===== src/rtl/bcd_scan_pkg.sv =====
// Shared constants and helpers for the multiplexed BCD scan driver.
package bcd_scan_pkg;

    localparam int unsigned BCD_W = 4;
    localparam logic [BCD_W-1:0] BCD_ZERO = 4'd0;
    localparam logic [BCD_W-1:0] BCD_MAX  = 4'd9;

    // Counter width for a modulo-n counter; never narrower than one bit.
    function automatic int unsigned cnt_w(input int unsigned n);
        return (n > 1) ? $clog2(n) : 1;
    endfunction

endpackage


===== src/rtl/bcd_scan_driver_if.sv =====
// Host/decoder-side signal bundle of bcd_scan_driver.
// Optional macro BCD_SCAN_LAMP_TEST_EN adds the LT_REQ_n lamp-test request.
interface bcd_scan_driver_if #(
    parameter int unsigned NUM_DIGITS = 4
);
    import bcd_scan_pkg::*;

    logic                          EN;
    logic                          LOAD;
    logic [BCD_W*NUM_DIGITS-1:0]   DIN;
    logic                          LZ_SUPPRESS;
`ifdef BCD_SCAN_LAMP_TEST_EN
    logic                          LT_REQ_n;
`endif
    logic                          BCD_D;
    logic                          BCD_C;
    logic                          BCD_B;
    logic                          BCD_A;
    logic                          RBI_n;
    logic                          LT_n;
    logic [NUM_DIGITS-1:0]         DIG_SEL_n;
    logic                          FRAME_DONE;

`ifdef BCD_SCAN_LAMP_TEST_EN
    modport master (
        output EN, LOAD, DIN, LZ_SUPPRESS, LT_REQ_n,
        input  BCD_D, BCD_C, BCD_B, BCD_A, RBI_n, LT_n, DIG_SEL_n, FRAME_DONE
    );
    modport slave (
        input  EN, LOAD, DIN, LZ_SUPPRESS, LT_REQ_n,
        output BCD_D, BCD_C, BCD_B, BCD_A, RBI_n, LT_n, DIG_SEL_n, FRAME_DONE
    );
`else
    modport master (
        output EN, LOAD, DIN, LZ_SUPPRESS,
        input  BCD_D, BCD_C, BCD_B, BCD_A, RBI_n, LT_n, DIG_SEL_n, FRAME_DONE
    );
    modport slave (
        input  EN, LOAD, DIN, LZ_SUPPRESS,
        output BCD_D, BCD_C, BCD_B, BCD_A, RBI_n, LT_n, DIG_SEL_n, FRAME_DONE
    );
`endif

endinterface


===== src/rtl/bcd_scan_timer.sv =====
// Slot prescaler and digit index for the scan driver. The index counts down from the
// most significant digit; dropping the enable parks the current slot at its gap clock.
module bcd_scan_timer
    import bcd_scan_pkg::*;
#(
    parameter int unsigned NUM_DIGITS = 4,
    parameter int unsigned SCAN_DIV   = 16
) (
    input  logic                           clk_i,
    input  logic                           rst_ni,
    input  logic                           en_i,
    output logic [cnt_w(NUM_DIGITS)-1:0]   idx_o,
    output logic                           gap_o,
    output logic                           frame_start_o,
    output logic                           slot_end_o,
    output logic                           frame_end_o
);

    localparam int unsigned PW = cnt_w(SCAN_DIV);
    localparam int unsigned IW = cnt_w(NUM_DIGITS);
    localparam logic [PW-1:0] PRESC_LAST = PW'(SCAN_DIV - 1);
    localparam logic [IW-1:0] IDX_LAST   = IW'(NUM_DIGITS - 1);

    logic [PW-1:0] presc_q, presc_d;
    logic [IW-1:0] idx_q, idx_d;
    logic          slot_end;

    // Next-state: advance while enabled, restart the current slot while disabled.
    always_comb begin
        presc_d = presc_q;
        idx_d   = idx_q;
        if (!en_i) begin
            presc_d = '0;
        end else if (presc_q == PRESC_LAST) begin
            presc_d = '0;
            idx_d   = (idx_q == '0) ? IDX_LAST : idx_q - 1'b1;
        end else begin
            presc_d = presc_q + 1'b1;
        end
    end

    // Counter state.
    always_ff @(posedge clk_i or negedge rst_ni) begin
        if (!rst_ni) begin
            presc_q <= '0;
            idx_q   <= IDX_LAST;
        end else begin
            presc_q <= presc_d;
            idx_q   <= idx_d;
        end
    end

    assign slot_end      = en_i && (presc_q == PRESC_LAST);
    assign idx_o         = idx_q;
    assign gap_o         = (presc_q == '0);
    assign frame_start_o = en_i && (presc_q == '0) && (idx_q == IDX_LAST);
    assign slot_end_o    = slot_end;
    assign frame_end_o   = slot_end && (idx_q == '0);

endmodule


===== src/rtl/bcd_scan_driver.sv =====
// Multiplexed BCD display driver feeding a 7-segment decoder one nibble per slot.
// Updates are frame-synchronous via a shadow register; leading zeros are blanked via RBI_n.
// Optional macro BCD_SCAN_LAMP_TEST_EN adds a synchronised lamp-test request.
module bcd_scan_driver
    import bcd_scan_pkg::*;
#(
    parameter int unsigned NUM_DIGITS = 4,
    parameter int unsigned SCAN_DIV   = 16
) (
    input  logic               CLK,
    input  logic               CLR_n,
    bcd_scan_driver_if.slave   bus
);

    localparam int unsigned IW = cnt_w(NUM_DIGITS);
    localparam int unsigned DW = BCD_W * NUM_DIGITS;

    logic [IW-1:0]         idx;
    logic                  gap;
    logic                  frame_start;
    logic                  slot_end;
    logic                  frame_end;

    logic [DW-1:0]         shadow_q, shadow_d;
    logic [DW-1:0]         display_q, display_d;
    logic                  pending_q, pending_d;
    logic                  blank_q, blank_d;
    logic [BCD_W-1:0]      bcd_q, bcd_d;
    logic                  rbi_q, rbi_d;
    logic [NUM_DIGITS-1:0] dig_sel_q, dig_sel_d;
    logic                  frame_done_q, frame_done_d;

    logic [DW-1:0]         disp_eff;
    logic                  blank_eff;
    logic [BCD_W-1:0]      digit;
    logic                  lt_active;

    bcd_scan_timer #(
        .NUM_DIGITS (NUM_DIGITS),
        .SCAN_DIV   (SCAN_DIV)
    ) u_timer (
        .clk_i         (CLK),
        .rst_ni        (CLR_n),
        .en_i          (bus.EN),
        .idx_o         (idx),
        .gap_o         (gap),
        .frame_start_o (frame_start),
        .slot_end_o    (slot_end),
        .frame_end_o   (frame_end)
    );

    // Shadow capture and frame-start transfer; a coincident LOAD stays pending.
    always_comb begin
        shadow_d  = shadow_q;
        display_d = display_q;
        pending_d = pending_q;
        disp_eff  = display_q;
        if (frame_start && pending_q) begin
            display_d = shadow_q;
            disp_eff  = shadow_q;
            pending_d = 1'b0;
        end
        if (bus.LOAD) begin
            shadow_d  = bus.DIN;
            pending_d = 1'b1;
        end
    end

    // Nibble of the digit being scanned, taken from the value shown this frame.
    always_comb begin
        digit = BCD_ZERO;
        for (int i = 0; i < NUM_DIGITS; i++) begin
            if (idx == IW'(i)) begin
                digit = disp_eff[i*BCD_W +: BCD_W];
            end
        end
    end

    // Blanking flag and next output values; outputs hold while scanning is disabled.
    always_comb begin
        blank_eff    = frame_start ? bus.LZ_SUPPRESS : blank_q;
        blank_d      = blank_q;
        bcd_d        = bcd_q;
        rbi_d        = rbi_q;
        dig_sel_d    = '1;
        frame_done_d = 1'b0;
        if (frame_start) begin
            blank_d = bus.LZ_SUPPRESS;
        end
        if (bus.EN) begin
            bcd_d        = digit;
            rbi_d        = !(blank_eff && (digit == BCD_ZERO) && (idx != '0));
            frame_done_d = frame_end;
            if (slot_end) begin
                blank_d = blank_q && (digit == BCD_ZERO);
            end
            if (!gap) begin
                for (int i = 0; i < NUM_DIGITS; i++) begin
                    if (idx == IW'(i)) begin
                        dig_sel_d[i] = 1'b0;
                    end
                end
            end
        end
        if (lt_active) begin
            dig_sel_d = '0;
            rbi_d     = 1'b1;
        end
    end

    // Data and output registers.
    always_ff @(posedge CLK or negedge CLR_n) begin
        if (!CLR_n) begin
            shadow_q     <= '0;
            display_q    <= '0;
            pending_q    <= 1'b0;
            blank_q      <= 1'b0;
            bcd_q        <= BCD_ZERO;
            rbi_q        <= 1'b1;
            dig_sel_q    <= '1;
            frame_done_q <= 1'b0;
        end else begin
            shadow_q     <= shadow_d;
            display_q    <= display_d;
            pending_q    <= pending_d;
            blank_q      <= blank_d;
            bcd_q        <= bcd_d;
            rbi_q        <= rbi_d;
            dig_sel_q    <= dig_sel_d;
            frame_done_q <= frame_done_d;
        end
    end

`ifdef BCD_SCAN_LAMP_TEST_EN
    logic lt_meta_q, lt_meta_d;
    logic lt_sync_q, lt_sync_d;

    // Two-flop synchroniser for the asynchronous lamp-test request.
    always_comb begin
        lt_meta_d = bus.LT_REQ_n;
        lt_sync_d = lt_meta_q;
    end

    // Synchroniser flops; LT_n is the second stage.
    always_ff @(posedge CLK or negedge CLR_n) begin
        if (!CLR_n) begin
            lt_meta_q <= 1'b1;
            lt_sync_q <= 1'b1;
        end else begin
            lt_meta_q <= lt_meta_d;
            lt_sync_q <= lt_sync_d;
        end
    end

    // Forcing follows the value LT_n takes at the same edge, so both change together.
    assign lt_active = !lt_sync_d;
    assign bus.LT_n  = lt_sync_q;
`else
    assign lt_active = 1'b0;
    assign bus.LT_n  = 1'b1;
`endif

    assign {bus.BCD_D, bus.BCD_C, bus.BCD_B, bus.BCD_A} = bcd_q;
    assign bus.RBI_n      = rbi_q;
    assign bus.DIG_SEL_n  = dig_sel_q;
    assign bus.FRAME_DONE = frame_done_q;

endmodule


===== src/flat_wrapper.sv =====
// flat-port wrapper written by rule: the top's interface ports become plain ports
module bcd_scan_driver_flat import bcd_scan_pkg::*;
#(
    parameter int unsigned NUM_DIGITS = 4,
    parameter int unsigned SCAN_DIV   = 16
)
  (CLK, CLR_n, bus_EN, bus_LOAD, bus_DIN, bus_LZ_SUPPRESS, bus_BCD_D, bus_BCD_C, bus_BCD_B, bus_BCD_A, bus_RBI_n, bus_LT_n, bus_DIG_SEL_n, bus_FRAME_DONE);
  bcd_scan_driver_if #(.NUM_DIGITS(NUM_DIGITS)) bus_i ();
  input  logic CLK;
  input  logic CLR_n;
  input wire logic [$bits(bus_i.EN)-1:0] bus_EN;
  input wire logic [$bits(bus_i.LOAD)-1:0] bus_LOAD;
  input wire logic [$bits(bus_i.DIN)-1:0] bus_DIN;
  input wire logic [$bits(bus_i.LZ_SUPPRESS)-1:0] bus_LZ_SUPPRESS;
  output wire logic [$bits(bus_i.BCD_D)-1:0] bus_BCD_D;
  output wire logic [$bits(bus_i.BCD_C)-1:0] bus_BCD_C;
  output wire logic [$bits(bus_i.BCD_B)-1:0] bus_BCD_B;
  output wire logic [$bits(bus_i.BCD_A)-1:0] bus_BCD_A;
  output wire logic [$bits(bus_i.RBI_n)-1:0] bus_RBI_n;
  output wire logic [$bits(bus_i.LT_n)-1:0] bus_LT_n;
  output wire logic [$bits(bus_i.DIG_SEL_n)-1:0] bus_DIG_SEL_n;
  output wire logic [$bits(bus_i.FRAME_DONE)-1:0] bus_FRAME_DONE;
  assign bus_i.EN = bus_EN;
  assign bus_i.LOAD = bus_LOAD;
  assign bus_i.DIN = bus_DIN;
  assign bus_i.LZ_SUPPRESS = bus_LZ_SUPPRESS;
  assign bus_BCD_D = bus_i.BCD_D;
  assign bus_BCD_C = bus_i.BCD_C;
  assign bus_BCD_B = bus_i.BCD_B;
  assign bus_BCD_A = bus_i.BCD_A;
  assign bus_RBI_n = bus_i.RBI_n;
  assign bus_LT_n = bus_i.LT_n;
  assign bus_DIG_SEL_n = bus_i.DIG_SEL_n;
  assign bus_FRAME_DONE = bus_i.FRAME_DONE;
  bcd_scan_driver #(.NUM_DIGITS(NUM_DIGITS), .SCAN_DIV(SCAN_DIV)) u_core (.CLK(CLK), .CLR_n(CLR_n), .bus(bus_i));
endmodule

===== config.mk =====
export PLATFORM = sky130hd
export DESIGN_NAME = bcd_scan_driver_flat
export DESIGN_NICKNAME = d
export VERILOG_FILES = /design/src/rtl/bcd_scan_pkg.sv /design/src/rtl/bcd_scan_driver_if.sv /design/src/rtl/bcd_scan_timer.sv /design/src/rtl/bcd_scan_driver.sv /design/src/flat_wrapper.sv
export SDC_FILE = /design/constraint.sdc
export NUM_CORES = 1
export LEC_CHECK = 0
export ABC_AREA = 1
export ABC_CLOCK_PERIOD_IN_PS = 5700
export CORE_UTILIZATION = 58
export DETAILED_ROUTE_END_ITERATION = 12
export HOLD_SLACK_MARGIN = 0.12
export MAX_ROUTING_LAYER = met4
export PLACE_DENSITY = 0.94
export SLEW_MARGIN = 20
export SYNTH_ARGS = -nofsm -noshare
export SYNTH_HDL_FRONTEND = slang
export SYNTH_SLANG_ARGS = --single-unit

===== constraint.sdc =====
create_clock -name CLK -period 5.7 [get_ports CLK]
set_clock_uncertainty 0.15 [all_clocks]
set_input_delay 1.14 -clock CLK [delete_from_list [all_inputs] [get_ports CLK]]
set_output_delay 1.14 -clock CLK [all_outputs]
set_load 0.02 [all_outputs]

-- Word-level counts from Yosys, hierarchy flattened
Index checks and enable logic that the tools add are counted.
- logic and storage cells: 51
- input bits: 21
- output and inout port bits: 11
- bits in registers: 50
- reduce and logical (&&, ||, !) cells: 15
- $add $sub $neg: 2
- equal/unequal tests: 4
- multiplexer cells: 20
- operators by type and width (kind ; number):
    $mux W4 ; 8
    $mux W16 ; 1
    $mux W1 ; 10
    $logic_and A1 B1 Y1 ; 8
    $logic_not A4 Y1 ; 2
    $add A4 B1 Y4 const B ; 1
    $eq A2 B2 Y1 const B ; 2
    $eq A4 B4 Y1 const B ; 1
    $reduce_bool A2 Y1 ; 2
    $eq A2 B1 Y1 const B ; 1
    $logic_not A2 Y1 ; 1
    $mux W2 ; 1
    $reduce_and A2 Y1 ; 1
    $sub A2 B1 Y2 const B ; 1
    $logic_not A1 Y1 ; 1

-- Logic depth before layout (Yosys ltp)
Gate-level depths: netlist of the first run.
- word-level depth: 13
- depth in mapped cells: 16
- mapped depth without buffers: 15

-- Modules after synthesis
A second synthesis of the first run with hierarchy kept.
- cells, all modules: 276
- area total of the unflattened synthesis: 2353.5 um^2
- modules (own cells, without submodules) (module ; area each (um^2) ; cells an instance ; instances):
    bcd_scan_driver ; 1996.9 ; 229 ; 1
    bcd_scan_timer ; 356.6 ; 47 ; 1

-- Least setup slack after synthesis of the first run
No wires, ideal clock.
- path kind: input -> register
- from: input bus_EN
- to: register u_core.blank_q
- buffers on the path: 2
- setup time: 0.075 ns
- slack: 3.280 ns
- arrival: 2.195 ns
- required time: 5.475 ns
- stages: 13
- cells stage by stage: buf_6 -> nand2_2 -> inv_2 -> nand3_2 -> buf_2 -> nand2_1 -> nand3_1 -> nand3_1 -> nand2_1 -> nand2_1 -> nor2_2 -> nand2_1 -> o21bai_2
- longest elaborated chain between the ends: 12
- elaborated cells on any way between the ends: 14
- RTL lines (element ; line ; RTL):
    start: declaration ; flat_wrapper.sv:11 ; input wire logic [$bits(bus_i.EN)-1:0] bus_EN;
    $logic_and A1 B1 Y1 (2 in a row) ; bcd_scan_timer.sv:56 ; assign frame_start_o = en_i && (presc_q == '0) && (idx_q == IDX_LAST);
    $logic_and A1 B1 Y1 ; bcd_scan_driver.sv:58 ; if (frame_start && pending_q) begin
    $mux W16 ; bcd_scan_driver.sv:58 ;
    $mux W4 (4 in a row) ; bcd_scan_driver.sv:73 ; if (idx == IW'(i)) begin
    $logic_not A4 Y1 ; bcd_scan_driver.sv:95 ; blank_d = blank_q && (digit == BCD_ZERO);
    $logic_and A1 B1 Y1 ; bcd_scan_driver.sv:95 ;
    $mux W1 ; bcd_scan_driver.sv:94 ; if (slot_end) begin
    $mux W1 (*) ; bcd_scan_driver.sv:90 ; if (bus.EN) begin
    net u_core.blank_d ; bcd_scan_driver.sv:27 ; logic blank_q, blank_d;
    end signal: assignment ; bcd_scan_driver.sv:126 ; blank_q <= blank_d;
    end: declaration ; bcd_scan_driver.sv:27 ;
The timed path passes the listed nets; every way through them passes the cells marked *.
A chain may end at the register's enable or synchronous reset.

-- Worst setup path after layout of the first run
- from: input bus_EN
- to: register u_core.rbi_q, in the netlist u_core.bus.RBI_n
- longest elaborated chain between the ends: 12
- elaborated cells on any way between the ends: 13
- RTL lines (element ; line ; RTL):
    $logic_and A1 B1 Y1 (2 in a row) ; bcd_scan_timer.sv:56 ;
    $logic_and A1 B1 Y1 ; bcd_scan_driver.sv:58 ;
    $mux W16 ; bcd_scan_driver.sv:58 ;
    $mux W4 (4 in a row) ; bcd_scan_driver.sv:73 ;
    $logic_not A4 Y1 ; bcd_scan_driver.sv:92 ; rbi_d = !(blank_eff && (digit == BCD_ZERO) && (idx != '0));
    $logic_and A1 B1 Y1 (2 in a row) ; bcd_scan_driver.sv:92 ;
    $logic_not A1 Y1 ; bcd_scan_driver.sv:92 ;
    end signal: assignment ; bcd_scan_driver.sv:128 ; rbi_q <= rbi_d;
    end: declaration ; bcd_scan_driver.sv:29 ; logic rbi_q, rbi_d;
Parallel ways exist; a longest one is shown, timed or not.

==> results of run 1 <==
## worst max-delay path: stages
cell and delay [ns]:
clkdlybuf4s50_1 0.83, nand2_2 0.14, nor2_2 0.53, nand3_1 0.19
nand3_1 0.16, nand3_1 0.10, nand2_1 0.11, nand2_1 0.07
nor2_2 0.11, nand3_1 0.08, nand2_1 0.06, inv_1 0.04
## registers in the layout (all words and copies together), names as in the netlist
signal and count:
u_core.bcd_q 4, u_core.shadow_q 16, u_core.display_q 16, u_core.bus.RBI_n 1
u_core.u_timer.presc_q 4, u_core.blank_q 1, u_core.bus.DIG_SEL_n 4, u_core.u_timer.idx_o 2
u_core.pending_q 1, u_core.bus.FRAME_DONE 1
## stage by stage
stage,util (%),cell area [µm²],power (mW)
finish,72.7,2720,0.676
global route,72.7,2720,0.705
CTS,72.6,2720,0.681
detailed placement,69.5,2600,0.431
global placement,69.5,2600,0.429
floorplan,-,2320,0.404
## layer usage
layer,wire length (µm),track usage [%],up-vias
met1,1990,30.9,804
met2,2250,40.1,52
met4,37,10.3,0
met5,0,-,-
met3,183,4.69,4
li1,-,-,852
## power by group through the flow
| stage | logic [mW] | clock network (mW) | registers (mW) |
|---|---|---|---|
| after detailed placement | 0.0511 | 0 | 0.380 |
| after floorplan | 0.0247 | 0 | 0.380 |
| after CTS | 0.0511 | 0.256 | 0.374 |
| after global routing | 0.0572 | 0.272 | 0.375 |
| after global placement | 0.0495 | 0 | 0.380 |
| final | 0.0502 | 0.252 | 0.374 |
## cell families after synthesis
family                   synth area share (%)
AND/OR/NAND/NOR                          23.7
adder cells (fa/ha/maj)                  3.24
flip-flops                               54.4
other                                   0.162
multiplexers                             2.38
buffers and inverters                    9.13
AO/OA/AOI/OAI                            6.97
## final cells by class
class | instances | share of cell area (%)
Clock buffer | 7 | 3.17
Clock inverter | 1 | 1.10
Inverter | 38 | 5.24
Multi-Input combinational cell | 157 | 31.0
Sequential cell | 50 | 46.3
Tap cell | 48 | 2.21
Timing Repair Buffer | 30 | 10.9
## placed cells by master (no fill, tap or decap), drive strengths merged, types with 4 or more instances in the layout
cell type,netlist,layout
ha,6,6
nor2,13,13
clkdlybuf4s50,0,29
o21ai,21,21
clkbuf,4,7
dfstp,7,7
and2,8,8
mux2,4,4
dfrtp,43,43
nand2,58,58
nand3,34,34
a31oi,4,4
inv,38,38
## final timing paths
kind / startpoint / slack (ns) / endpoint
max reg2reg: u_core.u_timer.idx_o[1] / 3.10 / u_core.bus.RBI_n
max in group asynchronous: CLR_n / 4.30 / u_core.display_q[15]
min reg2reg: u_core.display_q[8] / 0.32 / u_core.display_q[8]
min in group asynchronous: CLR_n / 0.69 / u_core.shadow_q[4]
min: u_core.display_q[8] / 0.32 / u_core.display_q[8]
max: bus_EN / 2.21 / u_core.bus.RBI_n
==> run summary, run 1 <==
run status - finished clean
Die Span X - 65.2 µm
slew margin rel. - 39.9%
number of buffers between clock root and the deepest sink - 2
number of antenna repair diodes - 0
buffers inserted during post-CTS setup optimization - 0
Clock power frac - 37.3%
TritonCTS Buffers - 5
count of unresolved DRC violations after routing - 0
endpoint arrival time on the critical path - 3.57 ns
All-Layer GR Usage - 24.9%
largest fanout on the critical path - 18
clock-pin transition on the worst setup and hold timing paths - 0.08 ns
power density over the cells - 248 nW/µm²
number of unique standard cell types used by synthesis - 29
prevailing post-synth register cell - dfrtp_1
average size of a mapped cell - 9.08 µm²
largest net degree at the start of global routing - 51
Max Fclk - 0.287 GHz
H-tree level count - 2
TNS Setup - 0 ns
RD Place Congestion - 0.834
boundary pin count - 32
placement-stage worst setup slack - 1.98 ns
slack of the critical path - 2.21 ns
pin slew with the least headroom to its limit - 0.899 ns
Min-Delay Path Depth - 2
residual antenna-violating net count after detailed routing - 0
peak supply drop - 0.000198 V
multi-input logic area - 845 µm²
total standard cell area after synthesis - 2320 µm²
cell count after placement - 323
starting utilization of the core area - 61.9%
instance count of the mapped netlist - 255
main area contributors after synthesis - dfrtp_1 (46%), nand2_1 (8.8%), dfstp_2 (7.9%)
Tcrit/Tclk final - 61.2%
# nets final - 309
share of the yosys chip area belonging to registers - 54.4%
non-filler cells, final - 331
clock tree from TritonCTS - yes
total grt overflow - 0
required time of the critical path - 5.78 ns
Hold Crit Class - flop to flop
Core Footprint - 3740 µm²
number of cell rows - 22
share of cells above drive strength 1 - 13.1%
#FFs+latches synth - 50
area occupied by registers - 1260 µm²
fillcell total - 286
Port Buf Inserts - 30
type of destination of the critical path - flop
Vert. Die Dim - 65.2 µm
Seq pwr share - 55.3%
clock tree root buffer cell - clkbuf_8
total setup violations reported at the end of the flow - 0
library cell occupying the most area in the post-synthesis netlist - dfrtp_1
Sinks on Clock Net - 50
number of hold buffers added after cts - 0
reported leakage power - 1.27 nW
final max-slew violation count - 0
Logic pwr share - 7.4%
most numerous cell types in the synthesized netlist - nand2_1 (54), dfrtp_1 (43), inv_1 (35)
initial antenna violation count - 0
vias in the first global route - 1684
floorplan die area - 4250 µm²
number of DRC markers in iteration 0 - 136
DR vias/cell - 5.17
number of max-capacitance violations reported - 0
Post-synth EDFFs - 0
final hold viol count - 0
Synth top area share - 46.5%
setup repair after global routing missed its margin - false
fraction of synthesis flops using an asynchronous set or reset pin - 100%
Area Overhead vs Synth - 17.5%
worst skew pair latency - 0.30 ns
final critical delay including setup and external delays - 3.49 ns
via count - 1712
average wire length per cell after detail routing - 13.5 µm
final routed wirelength across all metal layers - 4.46 mm
Internal Dissipation - 0.534 mW
HPWL Detailed - 3.08 mm
switching fraction of total power - 21.1%
r2r worst-path depth - 12
number of gates resized after CTS - 0
Net Count, Synth - 282
router iterations before antenna repair - 4
switching power - 0.142 mW
Fin Hold WS - 0.322 ns
first-pass GRT wire length - 7.64 mm
most common cell in the synthesized netlist - nand2_1
WS Path Type - input pin to flop
CP startpoint kind - input pin
warning count from the yosys run - 0
Power figures use the tool's default switching activity.
==> run 2, diff against run 1 <==
--- a/config.mk
+++ b/config.mk
@@ -6,12 +6,12 @@
 export NUM_CORES = 1
 export LEC_CHECK = 0
 export ABC_AREA = 1
-export ABC_CLOCK_PERIOD_IN_PS = 5700
-export CORE_UTILIZATION = 58
+export ABC_CLOCK_PERIOD_IN_PS = 2800
+export CORE_UTILIZATION = 49
 export DETAILED_ROUTE_END_ITERATION = 12
 export HOLD_SLACK_MARGIN = 0.12
 export MAX_ROUTING_LAYER = met4
-export PLACE_DENSITY = 0.94
+export PLACE_DENSITY = 0.85
 export SLEW_MARGIN = 20
 export SYNTH_ARGS = -nofsm -noshare
 export SYNTH_HDL_FRONTEND = slang
==> constraint.sdc (replaced) <==
create_clock -name CLK -period 2.8 [get_ports CLK]
set_clock_uncertainty 0.15 [all_clocks]
set_input_delay 0.56 -clock CLK [delete_from_list [all_inputs] [get_ports CLK]]
set_output_delay 0.56 -clock CLK [all_outputs]
set_load 0.02 [all_outputs]
==> run 2 against run 1 <==
Net effect:
- the run now ends with design-rule violations left
- wire length fell by 4.5%
- global-route usage fell by 4.3 points
- cell area up 1.7%
- worst setup slack worse by 1.8 ns
- register-to-register slack worse by 2.7 ns
- power is 96% higher
- combinational power is 120% higher
- sequential cell count is the same
- sequential power rose by 100%
- critical path depth is the same
- critical path type is now flop to flop
- critical endpoint is now u_core.blank_q
==> run summary, run 2 (synthesis results as in run 1) <==
total grt overflow - 0 (unchanged)
DR vias/cell - 4.96 (-4.1%)
Top Registers - u_core.display_q x16, u_core.shadow_q x16
number of DRC markers in iteration 0 - 135 (-0.74%)
count of unresolved DRC violations after routing - 7 (+7)
number of antenna repair diodes - 0 (unchanged)
starting utilization of the core area - 52.1% (-9.8 points)
Die Span X - 70.8 µm (+8.5%)
All-Layer GR Usage - 20.5% (-4.3 points)
slew margin rel. - 64.5% (+25 points)
pin slew with the least headroom to its limit - 0.533 ns (-0.366 ns)
average wire length per cell after detail routing - 12.5 µm (-7.6%)
Critical-path top delay cell - dfstp_2
Vert. Die Dim - 70.8 µm (+8.5%)
H-tree level count - 2 (unchanged)
buffers inserted during post-CTS setup optimization - 0 (unchanged)
RD Place Congestion - 0.904 (+8.4%)
WS Path Type - flop to flop
type of destination of the critical path - flop
crit path cell chain - ha_1 -> nand2_2 -> inv_2 -> nand3_2 -> buf_4 -> nand2_1 -> o21ai_1 -> nand2_1 -> nand2_1 -> nor2_2 -> nand2_1 -> o21bai_2
boundary pin count - 32 (unchanged)
first-pass GRT wire length - 7.71 mm (+1.0%)
largest incremental delay on the critical path - 0.56 ns (-0.27 ns)
setup repair after global routing missed its margin - false
TritonCTS Buffers - 5 (unchanged)
leading cell type in the layout, fill and taps excluded - nand2_1
Area Overhead vs Synth - 19.5%
number of hold buffers added after cts - 1 (+1)
number of max-capacitance violations reported - 0 (unchanged)
clock tree root buffer cell - clkbuf_8
# nets final - 316 (+2.3%)
endpoint arrival time on the critical path - 2.48 ns (-1.09 ns)
final hold viol count - 0 (unchanged)
HPWL Detailed - 3.13 mm (+1.4%)
summed area of non-filler cells in the final layout - 2770 µm² (+1.7%)
number of cell rows - 24 (+9.1%)
fillcell total - 376 (+31%)
power density over the cells - 479 nW/µm² (+93%)
required time of the critical path - 2.89 ns (-2.89 ns)
reported leakage power - 1.30 nW (+2.2%)
clock tree from TritonCTS - yes
Fin Hold WS - 0.327 ns (+0.00426 ns)
final routed wirelength across all metal layers - 4.26 mm (-4.5%)
wire length on met1 - 2.02 mm (+1.8%)
Post-DP Area - 2650 µm² (+1.9%)
most common cell type on the critical path - nand2_1
run status - complete, but fails checks
final max-slew violation count - 0 (unchanged)
clock-pin transition on the worst setup and hold timing paths - 0.09 ns (about the same)
commonest cells after routing, fill and taps aside - nand2_1 (54), dfrtp_1 (43), inv_1 (35)
highest routed metal layer - met4
via count - 1696 (-0.93%)
share of cells above drive strength 1 - 15.2% (+2.1 points)
Port Buf Inserts - 30 (unchanged)
number of gates resized after CTS - 0 (unchanged)
Sinks on Clock Net - 50 (unchanged)
largest net degree at the start of global routing - 20 (-61%)
CP startpoint kind - flop
initial antenna violation count - 0 (unchanged)
Core Footprint - 4440 µm² (+19%)
Hold Crit Class - flop to flop
TNS Setup - 0 ns (unchanged)
Max Fclk - 0.418 GHz
Met3 Wirelength - 150 µm (-18%)
vias in the first global route - 1691 (+0.42%)
worst skew pair latency - 0.30 ns (about the same)
multi-input logic area - 845 µm² (unchanged)
Tcrit/Tclk final - 85.5%
area occupied by registers - 1260 µm² (unchanged)
final critical delay including setup and external delays - 2.39 ns
largest fanout on the critical path - 12 (-6)
peak supply drop - 0.000254 V (+28%)
total setup violations reported at the end of the flow - 0 (unchanged)
router iterations before antenna repair - 8 (+4)
floorplan die area - 5010 µm² (+18%)
number of buffers between clock root and the deepest sink - 2 (unchanged)
residual antenna-violating net count after detailed routing - 0 (unchanged)
length of routed met2 wiring - 2.01 mm (-11%)
violations in the final reports - design-rule violations
[run 2: path summary, 6_finish.rpt]
check                                   startpoint                 endpoint  slack (ns)  cells past startpoint
hold reg to reg                u_core.display_q[9]      u_core.display_q[9]        0.33                      2
min in group asynchronous                    CLR_n       u_core.shadow_q[5]        0.55                      2
setup reg to reg           u_core.u_timer.idx_o[1]           u_core.blank_q        0.41                     12
max in group asynchronous                    CLR_n  u_core.bus.DIG_SEL_n[3]        1.32                      3
setup / recovery           u_core.u_timer.idx_o[1]           u_core.blank_q        0.41                     12
hold / removal                 u_core.display_q[9]      u_core.display_q[9]        0.33                      2
[run 2: critical path, delay by kind of cell, from the launching register on]
kind | cells | cell delay, ns
flops | 1 | 0.56
buf+inv | 2 | 0.37
simple gates | 7 | 0.76
compound gates | 2 | 0.19
fa+ha+maj | 1 | 0.30
[run 2: power by group]
part	switching, mW	internal (mW)	total [mW]
combinational	0.0586	0.0500	0.109
clock	0.232	0.227	0.458
sequential	0.0103	0.749	0.759
total	0.301	1.03	1.33
[run 2: metrics by stage]
stage | utilization, % | power, mW | std cells | setup WS, ns
final | 62.3 | 1.33 | 342 | 0.406
after global routing | 62.3 | 1.39 | 342 | 0.188
after CTS | 62.3 | 1.34 | 342 | 0.427
after detailed placement | 59.7 | 0.882 | 333 | 0.214
after global placement | 59.7 | 0.878 | 333 | 0.260
after floorplan | - | 0.823 | 255 | 0.842
[run 2: layout make-up]
cell class	count	share of cell area [%]
flip-flops and latches	50	45.5
multi-input cells	157	30.5
repair buffers	37	12.7
inverters	38	5.15
clock buffers	7	3.48
well taps	52	2.35
clock inverters	1	0.316
[run 2: metal layers]
layer,up-vias,global-route usage [%]
met5,-,-
met4,0,8.89
met3,7,3.85
met2,32,32.6
met1,792,25.9
li1,865,-
